## config.mk

```make
export PLATFORM = sky130hd
export DESIGN_NAME = fpu_normalizer_flat
export DESIGN_NICKNAME = d
export VERILOG_FILES = /design/src/rtl/fpu_normalizer_if.sv /design/src/rtl/fpu_normalizer.sv /design/src/flat_wrapper.sv
export SDC_FILE = /design/constraint.sdc
export NUM_CORES = 1
export LEC_CHECK = 0
export BUFFER_PORTS_ARGS = -buffer_cell sky130_fd_sc_hd__buf_2
export CAP_MARGIN = 15
export CORE_UTILIZATION = 45
export DETAILED_ROUTE_END_ITERATION = 6
export SLEW_MARGIN = 30
export SYNTH_ARGS = -nofsm -noshare
export SYNTH_HDL_FRONTEND = slang
export SYNTH_SLANG_ARGS = --single-unit
```

## constraint.sdc

```tcl
create_clock -name clk -period 6.9 [get_ports clk]
set_input_delay 0.345 -clock clk [delete_from_list [all_inputs] [get_ports clk]]
set_output_delay 0.345 -clock clk [all_outputs]
set_load 0.01 [all_outputs]
```

## src/rtl/fpu_normalizer_if.sv

```systemverilog
`default_nettype none
// +--------------------------------------------------------------------+
// | fpu_normalizer_if : operand/result handshake bundle for normalizer |
// | Revision 1.0                                                       |
// +--------------------------------------------------------------------+
interface fpu_normalizer_if #(
  parameter int W     = 8,
  parameter int LOG2W = 3
) ();
  logic             in_valid;
  logic             in_ready;
  logic             in_mode;
  logic [W-1:0]     in_data;
  logic             out_valid;
  logic             out_ready;
  logic [W-1:0]     out_data;
  logic [LOG2W-1:0] out_cnt;
  logic             out_zero;

  modport slave (
    input  in_valid, in_mode, in_data, out_ready,
    output in_ready, out_valid, out_data, out_cnt, out_zero
  );

  modport master (
    output in_valid, in_mode, in_data, out_ready,
    input  in_ready, out_valid, out_data, out_cnt, out_zero
  );
endinterface
`default_nettype wire

```

## src/rtl/fpu_normalizer.sv

```systemverilog
`default_nettype none
// +--------------------------------------------------------------------+
// | fpu_normalizer : iterative binary-search normalizer (lz / sign)    |
// | Revision 1.0                                                       |
// +--------------------------------------------------------------------+
module fpu_normalizer #(
  parameter int W     = 8,
  parameter int LOG2W = 3
) (
  input  wire logic        clk,
  input  wire logic        rst,
  fpu_normalizer_if.slave  bus
);

  localparam int SW = LOG2W + 1;
  localparam logic [SW-1:0]    C_SPAN_ONE = SW'(1);
  localparam logic [LOG2W-1:0] C_CNT_ONE  = LOG2W'(1);
  localparam logic [LOG2W-1:0] C_LAST     = LOG2W'(LOG2W - 1);

  typedef enum logic [1:0] {
    S_IDLE = 2'd0,
    S_RUN  = 2'd1,
    S_DONE = 2'd2
  } state_t;

  state_t           r_state;
  state_t           w_next;
  logic             w_in_ready;
  logic             w_out_valid;

  logic [W-1:0]     r_work;
  logic             r_mode;
  logic [LOG2W-1:0] r_step;
  logic [LOG2W-1:0] r_cnt;
  logic             r_zero;
  logic [W-1:0]     r_out_data;
  logic [LOG2W-1:0] r_out_cnt;
  logic             r_out_zero;

  logic [SW-1:0]    w_span;
  logic [W-1:0]     w_mask_u;
  logic [W-1:0]     w_mask_s;
  logic [W-1:0]     w_top_u;
  logic [W-1:0]     w_top_s;
  logic             w_take;
  logic [W-1:0]     w_work_nx;
  logic [LOG2W-1:0] w_cnt_nx;
  logic             w_in_zero;

  // Stage k tests the top 2^k bits (unsigned) or top 2^k+1 bits (signed).
  always_comb begin
    w_span    = C_SPAN_ONE << r_step;
    w_mask_u  = ~({W{1'b1}} >> w_span);
    w_mask_s  = ~({W{1'b1}} >> (w_span + C_SPAN_ONE));
    w_top_u   = r_work & w_mask_u;
    w_top_s   = r_work & w_mask_s;
    w_take    = r_mode ? ((w_top_s == '0) || (w_top_s == w_mask_s))
                       : (w_top_u == '0);
    w_work_nx = w_take ? (r_work << w_span) : r_work;
    w_cnt_nx  = r_cnt | (w_take ? (C_CNT_ONE << r_step) : '0);
    w_in_zero = bus.in_mode ? ((bus.in_data == '0) || (bus.in_data == '1))
                            : (bus.in_data == '0);
  end

  always_ff @(posedge clk) begin
    if (rst) r_state <= S_IDLE;
    else     r_state <= w_next;
  end

  always_comb begin
    w_next      = r_state;
    w_in_ready  = 1'b0;
    w_out_valid = 1'b0;
    case (r_state)
      S_IDLE: begin
        w_in_ready = 1'b1;
        if (bus.in_valid) w_next = S_RUN;
      end
      S_RUN: begin
        if (r_step == '0) w_next = S_DONE;
      end
      S_DONE: begin
        w_out_valid = 1'b1;
        if (bus.out_ready) w_next = S_IDLE;
      end
      default: w_next = S_IDLE;
    endcase
  end

  always_ff @(posedge clk) begin
    if (rst) begin
      r_work     <= '0;
      r_mode     <= 1'b0;
      r_step     <= '0;
      r_cnt      <= '0;
      r_zero     <= 1'b0;
      r_out_data <= '0;
      r_out_cnt  <= '0;
      r_out_zero <= 1'b0;
    end else begin
      case (r_state)
        S_IDLE: begin
          if (bus.in_valid) begin
            r_work <= bus.in_data;
            r_mode <= bus.in_mode;
            r_cnt  <= '0;
            r_step <= C_LAST;
            r_zero <= w_in_zero;
          end
        end
        S_RUN: begin
          r_work <= w_work_nx;
          r_cnt  <= w_cnt_nx;
          r_step <= r_step - C_CNT_ONE;
          // Result registers only move on the final stage so they hold between operands.
          if (r_step == '0) begin
            r_out_data <= w_work_nx;
            r_out_cnt  <= w_cnt_nx;
            r_out_zero <= r_zero;
          end
        end
        default: ;
      endcase
    end
  end

  assign bus.in_ready  = w_in_ready;
  assign bus.out_valid = w_out_valid;
  assign bus.out_data  = r_out_data;
  assign bus.out_cnt   = r_out_cnt;
  assign bus.out_zero  = r_out_zero;

endmodule
`default_nettype wire

```

## src/flat_wrapper.sv

```systemverilog
// flat-port wrapper written by rule: the top's interface ports become plain ports
module fpu_normalizer_flat 
#(
  parameter int W     = 8,
  parameter int LOG2W = 3
)
  (clk, rst, bus_in_valid, bus_in_mode, bus_in_data, bus_out_ready, bus_in_ready, bus_out_valid, bus_out_data, bus_out_cnt, bus_out_zero);
  fpu_normalizer_if #(.W(W), .LOG2W(LOG2W)) bus_i ();
  input  wire logic clk;
  input  wire logic rst;
  input wire logic [$bits(bus_i.in_valid)-1:0] bus_in_valid;
  input wire logic [$bits(bus_i.in_mode)-1:0] bus_in_mode;
  input wire logic [$bits(bus_i.in_data)-1:0] bus_in_data;
  input wire logic [$bits(bus_i.out_ready)-1:0] bus_out_ready;
  output wire logic [$bits(bus_i.in_ready)-1:0] bus_in_ready;
  output wire logic [$bits(bus_i.out_valid)-1:0] bus_out_valid;
  output wire logic [$bits(bus_i.out_data)-1:0] bus_out_data;
  output wire logic [$bits(bus_i.out_cnt)-1:0] bus_out_cnt;
  output wire logic [$bits(bus_i.out_zero)-1:0] bus_out_zero;
  assign bus_i.in_valid = bus_in_valid;
  assign bus_i.in_mode = bus_in_mode;
  assign bus_i.in_data = bus_in_data;
  assign bus_i.out_ready = bus_out_ready;
  assign bus_in_ready = bus_i.in_ready;
  assign bus_out_valid = bus_i.out_valid;
  assign bus_out_data = bus_i.out_data;
  assign bus_out_cnt = bus_i.out_cnt;
  assign bus_out_zero = bus_i.out_zero;
  fpu_normalizer #(.W(W), .LOG2W(LOG2W)) u_core (.clk(clk), .rst(rst), .bus(bus_i));
endmodule
```

==> impl_metrics.json <==
{
  "nets": 286,
  "drive_above_1_share_pct": 18.5,
  "worst_pin_slew_ps": 923,
  "seq_power_share_pct": 34.8,
  "drt_first_pass_iters": 4,
  "cts.sinks": 30,
  "crit_fanout": 20,
  "synth_cell_types": 57,
  "syn-num-nets": 274,
  "antenna_left": 0,
  "multi_input_area_um2": 1270,
  "hp-class": "input port to flip-flop",
  "synth.avg_cell_area_um2": 8.06,
  "cts_tree": "built",
  "diodes": 0,
  "p_comb_share_pct": 36.0,
  "grt_max_degree": 26,
  "cts-buffers-inserted": 5,
  "cpPeakStageDelay_ps": 490,
  "finalWeightedCongestion": 0.860,
  "port_buffers": 26,
  "yosysSeqAreaShare_pct": 29.4,
  "grt-ovfl-total": 0,
  "final.period_utilization_pct": 49.7,
  "layout_common_cells": "32 x a21oi_1, 30 x dfxtp_1, 26 x buf_2, 23 x nand2_1, 15 x nor2_1",
  "grt_pass1_vias": 1868,
  "min_path_cells": 3,
  "synth_area_leaders": "dfxtp_1 29%, a21oi_1 7.9%, ha_1 4.9%",
  "start_util_pct": 46.8,
  "status": "complete, no violations",
  "clockBufferDepth": 2,
  "final_max_slew_viol_count": 0,
  "fin_crit_ps": 3430,
  "cts_resized": 0,
  "wl_per_cell_um": 17.8,
  "cp-end-kind": "flip-flop",
  "p_sw_share_pct": 37.4,
  "arrival_ps": 3650,
  "post-cts-setup-buffers": 0,
  "rows": 24,
  "rsz0062_at_grt": "false",
  "synthArstFlopShare_pct": 0,
  "cts_hold_buf": 0,
  "ys.flop_type": "dfxtp_1",
  "register_area_um2": 601,
  "fmax_mhz": 291,
  "leakagePower_nw": 0.914,
  "yosys.area.top_type_share_pct": 29.4,
  "fin_tns_setup_ps": 0,
  "r2r_cells": 12,
  "ys_ff_latch": 30,
  "die_y_um": 69.3,
  "totalPowerFinal_w": 0.000631,
  "via_count": 1921,
  "dp.final_hpwl_um": 3990,
  "track_usage_pct": 24.8,
  "drc": 0,
  "p_int_w": 0.000395,
  "crit_path_start_kind": "flip-flop",
  "synth_area_um2": 2040,
  "io_pins": 27,
  "synth_top_area_cell": "dfxtp_1",
  "grt_pass1_wl_um": 9500,
  "crit_path_cell_trace": "inv_1, ha_1, nor2b_1, inv_1, ha_1, a22oi_1, o21ai_0, a21oi_1, and4_4, or3_4, or4_1, a21oi_1",
  "fp.dieArea_um2": 4810,
  "insertion_delay_ps": 280,
  "cts-root-buf": "clkbuf_8",
  "htreeDepth": 2,
  "antenna_found_initial": 0,
  "fillCellCount": 432,
  "finalHoldViolCount": 0,
  "core_region_area_um2": 4350,
  "max-vdd-ir-drop_uv": 190,
  "finish.utilization_pct": 51.3,
  "cp_slowest_cell": "or3_4",
  "critical_path_class": "flip-flop to flip-flop",
  "drt_iter0_markers": 161,
  "crit_required_ps": 7110,
  "synthToLayoutAreaGrowth_pct": 9.45,
  "drt-total-wl_um": 5640,
  "clockPowerShare_pct": 29.2,
  "slew_headroom_pct": 38.4,
  "skew_ps": 4.04,
  "synth_edf_count": 0,
  "setup_viol": 0,
  "max_cap_violations": 0,
  "final_common_cell": "a21oi_1",
  "synthCells": 253,
  "powerDensity_nw_per_um2": 283,
  "netSwitchingPower_w": 0.000236,
  "yosys_warnings": 0,
  "die-width_um": 69.3,
  "via_per_inst": 6.06,
  "clk_pin_slew_worst_paths_ps": 70
}
path summary, 6_finish.rpt:
path                    startpoint                endpoint  slack [ps]
max               u_core.r_step[0]  u_core.bus.out_data[0]        3470
min                    bus_in_mode           u_core.r_mode         320
max reg2reg       u_core.r_step[0]  u_core.bus.out_data[0]        3470
min reg2reg  u_core.bus.out_cnt[0]   u_core.bus.out_cnt[0]         460
metrics by stage:
stage / cells / instance area [um2] / setup slack [ps] / hold WS [ps]
finish: 317 / 2230 / 3470 / 318
global route: 317 / 2230 / 3170 / 333
CTS: 317 / 2230 / 3480 / 318
detailed placement: 310 / 2120 / 3550 / 448
global placement: 310 / 2120 / 3650 / 439
floorplan: 253 / 2040 / 3910 / 432
per-layer routing:
layer / routed length (um) / up-vias / global-route usage [%] / part of all wire (%)
met5: 0 / - / 0 / 0
met4: 42 / 0 / 6.35 / 0.75
met3: 292 / 5 / 5.38 / 5.2
met2: 2580 / 55 / 38.8 / 46
met1: 2720 / 917 / 34.5 / 48
li1: - / 944 / - / -
registers in the layout, indices dropped and copies added, names as in the netlist:
signal	flops
u_core.bus.out_data	8
u_core.r_work	8
u_core.bus.out_cnt	3
u_core.r_cnt	3
u_core.r_step	3
u_core.r_state	2
u_core.bus.out_zero	1
u_core.r_mode	1
u_core.r_zero	1
worst max-delay path, delay by kind of cell, from the launching register on:
family          cells  cell delay [ps]
compound gates      4              430
fa+ha+maj           2              630
buf+inv             2              440
flops               1              340
simple gates        4             1510
synthesized netlist by cell type (all sizes together) (6+ instances only):
cell type	n
a21oi	32
a22oi	7
buf	12
clkbuf	9
dfxtp	30
ha	8
inv	14
mux2i	6
nand2	23
nand3	12
nor2	16
o21ai	10
kinds of logic (layout without fill, tap and decap cells):
logic type / count (synthesis) / after routing / synth area share (%)
muxes: 11 / 11 / 7.55
xor gates and xnor gates: 2 / 2 / 0.859
buffers and inverters: 35 / 47 / 8.34
AOI/OAI and AO/OA: 87 / 87 / 28.7
DFF: 30 / 30 / 29.4
and+or+nand+nor: 80 / 80 / 20.2
adders and majority gates: 8 / 8 / 4.91
cell type report:
cell class	instances	share of cell area, %
Tap cell	52	2.91
Inverter	14	2.35
Clock inverter	1	1.35
Clock buffer	6	3.70
Sequential cell	30	26.9
Multi-Input combinational cell	188	57.0
Timing Repair Buffer	26	5.83
power by group through the flow:
stage	combinational [W]	sequential, W	clock (W)
4_1_cts	0.000225	0.000219	0.000186
5_1_grt	0.000251	0.000223	0.000192
3_5_place_dp	0.000223	0.000222	0
6_report	0.000227	0.000220	0.000184
2_1_floorplan	0.000189	0.000210	0
3_3_place_gp	0.000222	0.000223	0
Note: power is estimated with default switching activity, not from simulation.
